$ cat config.mk
export PLATFORM = sky130hd
export DESIGN_NAME = batalla_game_ctrl
export DESIGN_NICKNAME = d
export VERILOG_FILES = /design/src/rtl/batalla_game_ctrl.sv
export SDC_FILE = /design/constraint.sdc
export NUM_CORES = 1
export LEC_CHECK = 0
export ABC_CLOCK_PERIOD_IN_PS = 4290
export CORE_MARGIN = 3
export CORE_UTILIZATION = 45
export DETAILED_ROUTE_END_ITERATION = 16
export GPL_TIMING_DRIVEN = 0
export PLACE_DENSITY = 0.66
export SLEW_MARGIN = 25
export SYNTH_ARGS = -nofsm -noshare
export SYNTH_HDL_FRONTEND = slang
export SYNTH_SLANG_ARGS = --single-unit
$ cat constraint.sdc
create_clock -name clk -period 4.29 [get_ports clk]
set_input_delay 0.429 -clock clk [delete_from_list [all_inputs] [get_ports clk]]
set_output_delay 0.429 -clock clk [all_outputs]
set_load 0.03 [all_outputs]
$ cat src/rtl/batalla_game_ctrl.sv
// Game controller for the 5x5 battleship game. Owns both boards, the cursor,
// the turn sequencing, a pseudo-random PC opponent and the player turn timer.
// Every output comes straight from a register and feeds the VGA stage directly.
module batalla_game_ctrl #(
   parameter int unsigned SHIPS       = 5,
   parameter int unsigned TURN_CYCLES = 250000000,
   parameter logic [7:0]  LFSR_SEED   = 8'hA5
) (
   input  logic                  clk,
   input  logic                  rst,
   input  logic                  btn_up,
   input  logic                  btn_down,
   input  logic                  btn_left,
   input  logic                  btn_right,
   input  logic                  btn_fire,
   input  logic                  btn_start,
   output logic [2:0]            i_actual,
   output logic [2:0]            j_actual,
   output logic [4:0][4:0][1:0]  tablero_jugador,
   output logic [4:0][4:0][1:0]  tablero_pc,
   output logic [2:0]            estado,
   output logic [1:0]            ganador,
   output logic [2:0]            hits_jugador,
   output logic [2:0]            hits_pc
);

   localparam logic [2:0] PLACE_PLAYER = 3'd0;
   localparam logic [2:0] PLACE_PC     = 3'd1;
   localparam logic [2:0] PLAYER_TURN  = 3'd2;
   localparam logic [2:0] PC_TURN      = 3'd3;
   localparam logic [2:0] GAME_OVER    = 3'd4;

   localparam logic [1:0] WATER = 2'd0;
   localparam logic [1:0] SHIP  = 2'd1;
   localparam logic [1:0] HIT   = 2'd2;
   localparam logic [1:0] MISS  = 2'd3;

   localparam int             TW      = $clog2(TURN_CYCLES);
   localparam logic [TW-1:0]  T_LAST  = TW'(TURN_CYCLES - 1);
   localparam logic [2:0]     N_SHIPS = 3'(SHIPS);

   logic [7:0]    lfsr;
   logic          lfsr_fb;
   logic [2:0]    cnt;
   logic [TW-1:0] tcnt;

   logic [2:0]    rnd_row, rnd_col;
   logic          rnd_ok;
   logic [2:0]    nxt_i, nxt_j;
   logic [1:0]    cur_j_cell, cur_pc_cell, rnd_j_cell, rnd_pc_cell;
   logic          move_ok;

   // x^8+x^6+x^5+x^4+1, maximal length, so every nonzero value shows up
   assign lfsr_fb = lfsr[7] ^ lfsr[5] ^ lfsr[4] ^ lfsr[3];
   assign rnd_ok  = (lfsr[4:0] < 5'd25);

   // Map the 5-bit candidate to (row, col) = (idx/5, idx%5)
   always_comb begin
      rnd_row = '0;
      rnd_col = '0;
      for (int r = 0; r < 5; r++)
         for (int c = 0; c < 5; c++)
            if (lfsr[4:0] == 5'(r * 5 + c)) begin
               rnd_row = 3'(r);
               rnd_col = 3'(c);
            end
   end

   // Next cursor position: single move per cycle, up > down > left > right, wrapping
   always_comb begin
      nxt_i = i_actual;
      nxt_j = j_actual;
      if (btn_up)
         nxt_i = (i_actual == 3'd0) ? 3'd4 : i_actual - 3'd1;
      else if (btn_down)
         nxt_i = (i_actual == 3'd4) ? 3'd0 : i_actual + 3'd1;
      else if (btn_left)
         nxt_j = (j_actual == 3'd0) ? 3'd4 : j_actual - 3'd1;
      else if (btn_right)
         nxt_j = (j_actual == 3'd4) ? 3'd0 : j_actual + 3'd1;
   end

   assign cur_j_cell  = tablero_jugador[i_actual][j_actual];
   assign cur_pc_cell = tablero_pc[i_actual][j_actual];
   assign rnd_j_cell  = tablero_jugador[rnd_row][rnd_col];
   assign rnd_pc_cell = tablero_pc[rnd_row][rnd_col];

   // A fire pulse pins the cursor so the shot lands where the player aimed
   assign move_ok = (estado == PLACE_PLAYER || estado == PLAYER_TURN) && !btn_fire;

   // Game state machine, boards, counters, cursor and LFSR
   always_ff @(posedge clk or negedge rst) begin
      if (!rst) begin
         tablero_jugador <= '0;
         tablero_pc      <= '0;
         i_actual        <= '0;
         j_actual        <= '0;
         estado          <= PLACE_PLAYER;
         ganador         <= '0;
         hits_jugador    <= '0;
         hits_pc         <= '0;
         cnt             <= '0;
         tcnt            <= '0;
         lfsr            <= LFSR_SEED;
      end else if (estado == GAME_OVER && btn_start) begin
         // Restart: identical to power-on, including the LFSR seed
         tablero_jugador <= '0;
         tablero_pc      <= '0;
         i_actual        <= '0;
         j_actual        <= '0;
         estado          <= PLACE_PLAYER;
         ganador         <= '0;
         hits_jugador    <= '0;
         hits_pc         <= '0;
         cnt             <= '0;
         tcnt            <= '0;
         lfsr            <= LFSR_SEED;
      end else begin
         lfsr <= {lfsr[6:0], lfsr_fb};
         if (move_ok) begin
            i_actual <= nxt_i;
            j_actual <= nxt_j;
         end
         case (estado)
            PLACE_PLAYER: begin
               if (cnt == N_SHIPS) begin
                  cnt    <= '0;
                  estado <= PLACE_PC;
               end else if (btn_fire) begin
                  // Fire toggles a ship so the player can undo a placement
                  if (cur_j_cell == WATER) begin
                     tablero_jugador[i_actual][j_actual] <= SHIP;
                     cnt <= cnt + 3'd1;
                  end else if (cur_j_cell == SHIP) begin
                     tablero_jugador[i_actual][j_actual] <= WATER;
                     cnt <= cnt - 3'd1;
                  end
               end
            end
            PLACE_PC: begin
               if (cnt == N_SHIPS) begin
                  cnt    <= '0;
                  tcnt   <= '0;
                  estado <= PLAYER_TURN;
               end else if (rnd_ok && rnd_pc_cell == WATER) begin
                  tablero_pc[rnd_row][rnd_col] <= SHIP;
                  cnt <= cnt + 3'd1;
               end
            end
            PLAYER_TURN: begin
               // A valid shot wins over an expiring timer in the same cycle
               if (btn_fire && !cur_pc_cell[1]) begin
                  tablero_pc[i_actual][j_actual] <= cur_pc_cell[0] ? HIT : MISS;
                  if (cur_pc_cell[0]) hits_jugador <= hits_jugador + 3'd1;
                  if (cur_pc_cell[0] && (hits_jugador + 3'd1 == N_SHIPS)) begin
                     ganador <= 2'd1;
                     estado  <= GAME_OVER;
                  end else begin
                     estado  <= PC_TURN;
                  end
               end else if (tcnt == T_LAST) begin
                  estado <= PC_TURN;
               end else begin
                  tcnt <= tcnt + 1'b1;
               end
            end
            PC_TURN: begin
               // Rejected candidates just burn a cycle; the LFSR moves on
               if (rnd_ok && !rnd_j_cell[1]) begin
                  tablero_jugador[rnd_row][rnd_col] <= rnd_j_cell[0] ? HIT : MISS;
                  if (rnd_j_cell[0]) hits_pc <= hits_pc + 3'd1;
                  if (rnd_j_cell[0] && (hits_pc + 3'd1 == N_SHIPS)) begin
                     ganador <= 2'd2;
                     estado  <= GAME_OVER;
                  end else begin
                     tcnt   <= '0;
                     estado <= PLAYER_TURN;
                  end
               end
            end
            GAME_OVER: ;
            default: estado <= PLACE_PLAYER;
         endcase
      end
   end

endmodule
==> metrics.md, run 1 <==
| Metric | Value |
|---|---|
| Final Max Slew Viols | 0 |
| Num rows | between 50 and 60 |
| Full die area | approximately 0.028 sq mm |
| Avg Cell Area, Syn | between 8 and 9 sq um |
| Clock Tree Root | clkbuf_16 |
| Area growth, synth to finish | 19.88% |
| Tot GR Track Use | 0.4122 |
| ANT cells | 0 |
| Avg WL per Cell | 30.86 um |
| Number of global-route vias before repair | roughly 13000 |
| Ys Warns | 0 |
| Mapped Cells | 1427 |
| Largest net degree at the start of global routing | 90 |
| Die Y-Extent | ~170 um |
| H-tree levels | 4 |
| Number of fill cells | between 2000 and 2500 |
| Ys async rst share | 1.000 |
| Relative slew slack | 0.2909 |
| Most frequent cells in the layout | 152 x dfrtp_1, 131 x nand2_1, 122 x clkdlybuf4s50_1, 108 x a21oi_1, 107 x nor2_1 |
| Vias | ~13000 |
| Post-synthesis compound-gate area fraction | 0.3246 |
| Minimum clock period | around 4.2 ns |
| I/O pins | roughly 130 |
| Port Buffers | around 120 |
| CTS max path bufs | 2 |
| Syn_nets | around 1500 |
| Clk_lat worst skew | around 0.46 ns |
| Setup TNS | 0 ns |
| Share of the synthesized area in the top cell type | 0.3231 |
| Post-synthesis simple-gate area fraction | 0.2050 |
| Post-synth EDFFs | 0 |
| Worst Skew | slightly below 0.02 ns |
| Worst Path Arrival | 4.54 ns |
| Fmax | between 200 and 250 MHz |
| Die Width | between 150 and 200 um |
| Setup Fix Bufs, Post-CTS | 0 |
| Clk sink count | between 150 and 200 |
| Crit path max fanout | 10 |
| Global-route wire length before repair | roughly 86000 um |
| Top cells by area, synth | dfrtp_1 32%, a21oi_1 4.6%, nand2_1 4.2%, o21ai_0 3.6%, nor2_1 3.4% |
| Final setup vio count | 0 |
| Max Cap Viol | 0 |
| Crit end category | register |
| Multiplexer area fraction after synthesis | 0.02902 |
| Commonest non-fill, non-tap cell in the layout | dfrtp_1 |
| Post-route clock period utilization | 0.9822 |
| Worst setup path class | register to register |
| Final instance count without filler cells | approximately 1900 |
| HP Class | register to register |
| Unrepaired setup endpoints after global routing | no |
| Core footprint | ~0.025 sq mm |
| Initial cell density of the core | 0.4621 |
| Netlist Area Pre-Place | ~0.012 sq mm |
| Worst-path clk slew | 0.08 ns |
| FF+latch count, synth | roughly 160 |
| First-pass detailed-route iteration total | 9 |
| Sequential fraction of the synthesis area | 0.3321 |
| DRT iter0 DRCs | about 2300 |
| Xor/xnor share of the synthesized area | 0.005952 |
| Startpoint types | register |
| Worst vdd ir | between 300 and 400 uV |
| Placed Cells | 1881 |
| Post-route ant nets | 0 |
| RD Place Congestion | 1.112 |
| Main synth FF type | dfrtp_1 |
| Largest family of logic cells by synthesized area | compound AO/OA/AOI/OAI gates |
| Layout cells sized above 1 | 0.1187 |
| Leakage power | 0.005462 uW |
| DRC viols | 0 |
| Post-layout net count | 1595 |
| CP Data Required Time | 4.62 ns |
| CTS tree | done |
| Post-Synth Adder-Cell Area | 0.01701 |
| Final hold vios | 0 |
| Worst-margin pin slew | 1.056 ns |
| TritonCTS buffer count | 17 |
| Pwr dens | approximately 740 mW/mm^2 |
| Run status | finished clean |
| Initial antenna violation count | 0 |
| Cell taking the most area after synthesis | dfrtp_1 |
| Avg Vias per Cell | between 7 and 8 |
| WL final | between 50000 and 60000 um |
| GRT overflow | 0 |
| Synth cell types | 97 |
| Final HPWL DP | approximately 45000 um |
what timing repair did:
| item | 4_1_cts | 5_1_grt |
|---|---|---|
| hold endpoints to repair | 66 | 0 |
| resized for setup | 0 | 2 |
| setup endpoints to repair | 0 | 7 |
| hold buffers | 1 | 0 |
cell usage after synthesis, drive strengths merged (7+ instances only):
master and number:
a211o 7, a211oi 35, a21oi 110, a221oi 39
a22o 7, a22oi 32, a31oi 30, and3 10
buf 61, clkbuf 55, dfrtp 152, ha 16
inv 100, mux2 19, mux2i 12, nand2 131
nand2b 13, nand3 62, nand3b 11, nand4 23
nor2 107, nor2b 13, nor3 52, nor3b 11
nor4 8, nor4b 8, o21a 8, o21ai 92
o221ai 28, o22ai 48, o31ai 7, o32a 24
or2 12, or3 7
cell type report:
cell class	count	area, sq um	share of cell area
multi-input cells	1054	6864	0.4864
clock inverters	15	209.0	0.01481
repair buffers	125	1274	0.09026
plain buffers	116	638.1	0.04522
flip-flops and latches	156	3909	0.2770
clock buffers	17	425.4	0.03015
well taps	330	412.9	0.02926
inverters	101	379.1	0.02687
flip-flops by register name, summed over array words and instances, names as in the netlist:
name / count
tablero_jugador: 50
tablero_pc: 50
tcnt: 28
lfsr: 8
cnt: 3
estado: 3
hits_jugador: 3
hits_pc: 3
i_actual: 3
j_actual: 3
ganador: 2
path summary, 6_finish.rpt:
kind | startpoint | depth (start not counted) | slack (ns) | end
max | lfsr[0] | 10 | 0.08 | tablero_jugador[40]
min | lfsr[6] | 1 | 0.45 | lfsr[7]
max reg2reg | lfsr[0] | 10 | 0.08 | tablero_jugador[40]
min reg2reg | lfsr[6] | 1 | 0.45 | lfsr[7]
max in group asynchronous | rst | 3 | 2.85 | lfsr[7]
min in group asynchronous | rst | 2 | 0.53 | tablero_pc[31]
report_power, final:
| group | leakage (uW) | switching (uW) | internal, uW |
|---|---|---|---|
| Sequential | 0.00189 | 882 | 1900 |
| Combinational | 0.00327 | 3980 | 1990 |
| Clock | 0.000303 | 857 | 806 |
| Total | 0.00546 | 5720 | 4700 |
per-layer routing:
| metal | track usage | part of all wire | up-vias | routed length (um) |
|---|---|---|---|---|
| li1 | - | - | 5647 | - |
| met5 | 0 | 0 | - | 0 |
| met4 | 0.2092 | 0.063 | 0 | 3713 |
| met2 | 0.5993 | 0.42 | 1076 | 24820 |
| met3 | 0.09183 | 0.12 | 235 | 7014 |
| met1 | 0.5768 | 0.40 | 6463 | 23520 |
metrics by stage:
stage | hold WS (ns) | utilization | setup WS [ns] | power (uW) | instance area [sq um]
5_1_grt | 0.4665 | 0.5540 | 0.02664 | 10760 | 14110
2_1_floorplan | 0.1334 | - | 1.357 | 6080 | 11770
3_3_place_gp | 0.4215 | 0.5267 | -3.708 | 8432 | 13420
4_1_cts | 0.4486 | 0.5536 | 0.2675 | 10120 | 14100
6_report | 0.4487 | 0.5540 | 0.07625 | 10420 | 14110
3_5_place_dp | 0.4291 | 0.5283 | 0.3002 | 8461 | 13460
worst max-delay path, cell delays in order, from the launching register on:
cell and delay, ns:
dfstp_2 0.63, buf_2 0.24, nand3_1 0.40, o21ai_1 0.76, a221oi_1 0.17, a22oi_1 0.32, a21oi_1 0.21, nand3_1 0.16
clkbuf_1 0.64, a21oi_1 0.18, o32a_1 0.38
logic make-up after synthesis:
kind of cell,Yosys count
buffers and inverters,217
muxes,31
DFF,156
and+or+nand+nor,486
adders and majority gates,16
AOI/OAI and AO/OA,513
xor gates and xnor gates,8
Note: power is estimated with default switching activity, not from simulation.
==> inputs of run 2 (changes only) <==
--- a/config.mk
+++ b/config.mk
@@ -10,7 +10,7 @@
 export CORE_UTILIZATION = 45
 export DETAILED_ROUTE_END_ITERATION = 16
 export GPL_TIMING_DRIVEN = 0
-export PLACE_DENSITY = 0.66
+export PLACE_DENSITY = 0.64
 export SLEW_MARGIN = 25
 export SYNTH_ARGS = -nofsm -noshare
 export SYNTH_HDL_FRONTEND = slang
==> metrics.md, run 2 (same netlist as run 1, synthesis figures left out) <==
| Metric | Value |
|---|---|
| Number of fill cells | about 2400 |
| Initial cell density of the core | 0.4621 |
| Setup Fix Bufs, Post-CTS | 0 |
| Final HPWL DP | between 40000 and 50000 um |
| Final setup vio count | 0 |
| Crit end category | register |
| Crit path max fanout | 10 |
| Worst r2r src | lfsr[0] |
| Max Cap Viol | 0 |
| Global-route wire length before repair | ~85000 um |
| Port Buffers | around 120 |
| Hold Buf Count CTS | 0 |
| Worst Skew | between 0.01 and 0.015 ns |
| Multi-input logic area | a little under 0.007 sq mm |
| Post-cts resize count | 0 |
| First-pass detailed-route iteration total | 7 |
| Number of global-route vias before repair | between 10000 and 15000 |
| GRT overflow | 0 |
| Fmax | roughly 240 MHz |
| Comb pwr share | 0.570 |
| Die Width | around 170 um |
| Clk_lat worst skew | roughly 0.45 ns |
| Final Max Slew Viols | 0 |
| Full die area | about 0.028 sq mm |
| Avg WL per Cell | a little over 30 um |
| RD Place Congestion | 1.072 |
| Area growth, synth to finish | 19.74% |
| Largest net degree at the start of global routing | 86 |
| Pwr dens | about 740 mW/mm^2 |
| FF+latch area | about 0.0039 sq mm |
| Core footprint | roughly 0.025 sq mm |
| Sw frac | 0.5396 |
| CP endpoint | tablero_jugador[42] |
| I/O pins | ~130 |
| Flop pwr share | 0.265 |
| Clk sink count | 156 |
| CTS tree | done |
| TritonCTS buffer count | 17 |
| Die Y-Extent | ~170 um |
| Tot GR Track Use | 0.4065 |
| Worst vdd ir | roughly 380 uV |
| Num rows | 58 |
| Layout cells sized above 1 | 0.1181 |
| Final hold vios | 9 |
| Reg2Reg Depth | 10 |
| Post-layout net count | 1594 |
| Worst Path Arrival | around 4.6 ns |
| Unrepaired setup endpoints after global routing | no |
| Run status | finished with violations |
| Relative slew slack | 0.2342 |
| Part of the power in the clock network | 0.165 |
| Setup slack, reg-to-reg | approximately 0.036 ns |
| Worst setup path class | register to register |
| Commonest non-fill, non-tap cell in the layout | dfrtp_1 |
| H-tree levels | 4 |
| Startpoint types | register |
| Worst-margin pin slew | 1.140 ns |
| CP Data Required Time | 4.61 ns |
| CTS max path bufs | 2 |
| Most frequent cells in the layout | 152 x dfrtp_1, 131 x nand2_1, 122 x clkdlybuf4s50_1, 108 x a21oi_1, 107 x nor2_1 |
| R2r endpoint | tablero_jugador[42] |
| WL final | 58800 um |
| Sw Pwr | around 5600 uW |
| Worst-path clk slew | roughly 0.080 ns |
| Minimum clock period | around 4.3 ns |
| Clock Tree Root | clkbuf_16 |
| Final Hold Slack | -0.01356 ns |
| Violated checks | negative hold slack |
| Initial antenna violation count | 2 |
| Vias | between 10000 and 15000 |
| DRT iter0 DRCs | between 2000 and 2500 |
| Largest registers | tablero_jugador (50), tablero_pc (50), tcnt (28) |
| Post-route clock period utilization | 0.9915 |
| Finished Cell Area | 0.01409 sq mm |
| DP Area | around 0.013 sq mm |
| Worst Setup SP | lfsr[0] |
| Avg Vias per Cell | 7.022 |
| Internal power | between 4000 and 5000 uW |
| DRC viols | 0 |
| Leakage power | roughly 0.0055 uW |
| HP Class | input pin to asynchronous set/reset pin |
| Post-route ant nets | 0 |
[run 2: cell count changes in the layout (fill, tap and decap cells not counted), sizes merged]
cell         change
bufinv           +2
diode            +1
clkinv           -6
dlygate4sd3      -1
clkbuf           +1
inv              +3
[run 2: worst max-delay path, stage by stage (launching register included)]
cell and delay [ns]:
dfstp_2 0.65, buf_2 0.25, nand3_1 0.43, o21ai_1 0.80, a221oi_1 0.19, a22oi_1 0.33
a21oi_1 0.21, nand3_1 0.16, clkbuf_1 0.58, a21oi_1 0.16, o32a_1 0.38
[run 2: final cells by class]
type	count	share of cell area
well taps	330	0.02929
plain buffers	116	0.04527
inverters	101	0.02690
clock buffers	18	0.03116
multi-input cells	1054	0.4865
flip-flops and latches	156	0.2773
repair buffers	124	0.08966
clock inverters	14	0.01376
diodes	1	0.0001775
[run 2: worst min-delay path by stage]
stage	from	endpoint	slack, ns
3_3_place_gp	lfsr[6]	lfsr[7]	0.42
2_1_floorplan	rst	cnt[0]	0.13
5_1_grt	rst	tablero_pc[33]	0.03
3_5_place_dp	lfsr[6]	lfsr[7]	0.43
6_report	rst	tablero_pc[23]	-0.01
4_1_cts	rst	tablero_pc[35]	0.02
[run 2: metrics by stage]
stage	setup slack [ns]	total power, uW	setup TNS (ns)	utilization	cells
after CTS	0.3277	10150	0	0.5528	1913
after global routing	0.1061	10780	0	0.5532	1913
final	0.03650	10430	0	0.5533	1914
after floorplan	1.357	6080	0	-	1427
after global placement	-3.817	8418	-583.53	0.5267	1880
after detailed placement	0.3455	8449	0	0.5280	1881
[run 2: power by group through the flow]
stage / Sequential [uW] / Clock, uW / Combinational, uW
2_1_floorplan: 2920 / 0 / 3160
3_3_place_gp: 2720 / 0 / 5700
3_5_place_dp: 2720 / 0 / 5730
4_1_cts: 2700 / 1700 / 5750
5_1_grt: 2770 / 1770 / 6230
6_report: 2760 / 1720 / 5950
[run 2: routing by layer]
metal / vias up / wire length, um / global-route usage
met1: 6515 / 22630 / 0.5400
met4: 2 / 3993 / 0.2238
met2: 1024 / 24680 / 0.5981
met3: 250 / 7496 / 0.1150
met5: - / 11 / 0
li1: 5649 / - / -
==> inputs of run 3 (changes only) <==
--- a/config.mk
+++ b/config.mk
@@ -6,8 +6,10 @@
 export NUM_CORES = 1
 export LEC_CHECK = 0
 export ABC_CLOCK_PERIOD_IN_PS = 4290
+export CAP_MARGIN = 20
 export CORE_MARGIN = 3
 export CORE_UTILIZATION = 45
+export CTS_BUF_LIST = sky130_fd_sc_hd__clkbuf_8
 export DETAILED_ROUTE_END_ITERATION = 16
 export GPL_TIMING_DRIVEN = 0
 export PLACE_DENSITY = 0.64
==> metrics.md, run 3 (same netlist as run 1, synthesis figures left out) <==
| Metric | Value |
|---|---|
| Run status | finished clean |
| Worst path buffer plus inverter count | 2 |
| Core footprint | 0.02547 sq mm |
| First-pass detailed-route iteration total | 9 |
| Comb pwr share | 0.593 |
| Worst Setup SP | lfsr[0] |
| Vias | 13400 |
| Avg WL per Cell | 30.61 um |
| Max Cap Viol | 0 |
| WL final | 58590 um |
| Worst vdd ir | roughly 380 uV |
| Unrepaired setup endpoints after global routing | no |
| R2r endpoint | tablero_jugador[42] |
| Die Width | around 170 um |
| Part of the power in the clock network | 0.133 |
| Post-layout net count | about 1600 |
| CP Data Required Time | between 4 and 5 ns |
| TritonCTS buffer count | 17 |
| Tot GR Track Use | 0.4051 |
| Final HPWL DP | approximately 45000 um |
| HP Class | register to register |
| Setup slack, reg-to-reg | around 0.055 ns |
| Num rows | 58 |
| Crit-path cells | buf_2, nand3_1, o21ai_1, a221oi_1, a22oi_1, a21oi_1, nand3_1, clkbuf_1, a21oi_1, o32a_1 |
| CTS tree | done |
| CTS max path bufs | 2 |
| Worst Skew | 0.02268 ns |
| Final instance count without filler cells | ~1900 |
| Setup Fix Bufs, Post-CTS | 0 |
| Number of global-route vias before repair | ~13000 |
| Area growth, synth to finish | 18.18% |
| Final Max Slew Viols | 0 |
| Leakage power | ~0.0054 uW |
| Largest registers | tablero_jugador (50), tablero_pc (50), tcnt (28) |
| Post-route ant nets | 0 |
| Largest net degree at the start of global routing | 86 |
| Initial cell density of the core | 0.4621 |
| Initial antenna violation count | 2 |
| Worst r2r src | lfsr[0] |
| Port Buffers | 123 |
| Worst Path Arrival | 4.60 ns |
| I/O pins | between 100 and 150 |
| Clock Tree Root | clkbuf_8 |
| Global-route wire length before repair | ~84000 um |
| Flop pwr share | 0.274 |
| GRT overflow | 0 |
| DRC viols | 0 |
| Fmax | about 240 MHz |
| Worst-margin pin slew | around 1.1 ns |
| Minimum clock period | between 4 and 5 ns |
| Worst setup path class | register to register |
| DRT iter0 DRCs | approximately 2100 |
| Final Hold Slack | approximately 0.46 ns |
| Full die area | 0.02814 sq mm |
| Hold wc startpoint | lfsr[6] |
| Clk sink count | between 150 and 200 |
| Hold EP | lfsr[7] |
| Final hold vios | 0 |
| Die Y-Extent | roughly 170 um |
| Number of fill cells | between 2000 and 2500 |
| Hold Buf Count CTS | 1 |
| RD Place Congestion | around 1.1 |
| Post-route clock period utilization | 0.9872 |
| Crit end category | register |
| Final setup vio count | 0 |
| Slowest cell on crit path | o21ai_1 |
| Top delay family on crit path | compound AO/OA/AOI/OAI gates |
| Commonest non-fill, non-tap cell in the layout | dfrtp_1 |
| Pwr dens | ~720 mW/mm^2 |
| Layout cells sized above 1 | 0.1181 |
| H-tree levels | 4 |
| Most frequent cells in the layout | 152 x dfrtp_1, 131 x nand2_1, 122 x clkdlybuf4s50_1, 108 x a21oi_1, 107 x nor2_1 |
| Placed Cells | ~1900 |
| Internal power | ~4500 uW |
| Reg2Reg Depth | 10 |
| Hold Crit Depth | 1 |
| ANT cells | 0 |
| Clk_lat worst skew | 0.50 ns |
| Critical Path Max Stage Delay | just over 0.8 ns |
| Sw Pwr | ~5600 uW |
| Startpoint types | register |
| Worst-path clk slew | 0.11 ns |
| Relative slew slack | 0.2543 |
| Setup TNS | 0 ns |
| Sw frac | 0.5559 |
| Crit path max fanout | 10 |
| Post-cts resize count | 0 |
| Avg Vias per Cell | 7.001 |
==> run 3: cell types whose count changed in the layout (fill, tap and decap cells not counted), sizes merged <==
cell | before | now
dlygate4sd3 | 0 | 1
diode | 1 | 0
==> run 3: layout make-up <==
cell class | count | area, sq um | share of cell area
multi-input combinational | 1054 | 6857 | 0.4929
inverter | 101 | 379.1 | 0.02725
clock buffer | 18 | 247.7 | 0.01781
tap | 330 | 412.9 | 0.02968
buffer | 116 | 638.1 | 0.04587
timing repair buffer | 125 | 1274 | 0.09156
sequential | 156 | 3909 | 0.2810
clock inverter | 14 | 193.9 | 0.01394
==> run 3: how the worst max path moves through the flow <==
stage	endpoint	slack (ns)	cells after the start
3_3_place_gp	lfsr[6]	-3.82	1
4_1_cts	tablero_jugador[42]	0.33	10
5_1_grt	tcnt[25]	0.10	10
2_1_floorplan	cnt[2]	1.36	14
6_report	tablero_jugador[42]	0.05	10
3_5_place_dp	tcnt[18]	0.35	10
==> run 3: power groups by stage <==
stage,sequential [uW],combinational (uW),clock (uW)
2_1_floorplan,2920,3160,0
3_3_place_gp,2720,5700,0
3_5_place_dp,2720,5730,0
4_1_cts,2690,5750,1310
5_1_grt,2770,6230,1380
6_report,2750,5950,1330
==> run 3: stage by stage <==
stage	cell area (sq um)	setup slack [ns]	power [uW]	util
finish	13910	0.05471	10040	0.5461
detailed placement	13450	0.3455	8449	0.5280
floorplan	11770	1.357	6080	-
CTS	13900	0.3271	9754	0.5457
global route	13910	0.1005	10380	0.5461
global placement	13420	-3.817	8418	0.5267
==> run 3: routing by layer <==
metal	GRT usage	vias up	routed length, um
met1	0.5390	6489	22710
met5	0	-	19
met3	0.1150	251	7273
li1	-	5641	-
met4	0.2049	4	3781
met2	0.6034	1015	24800
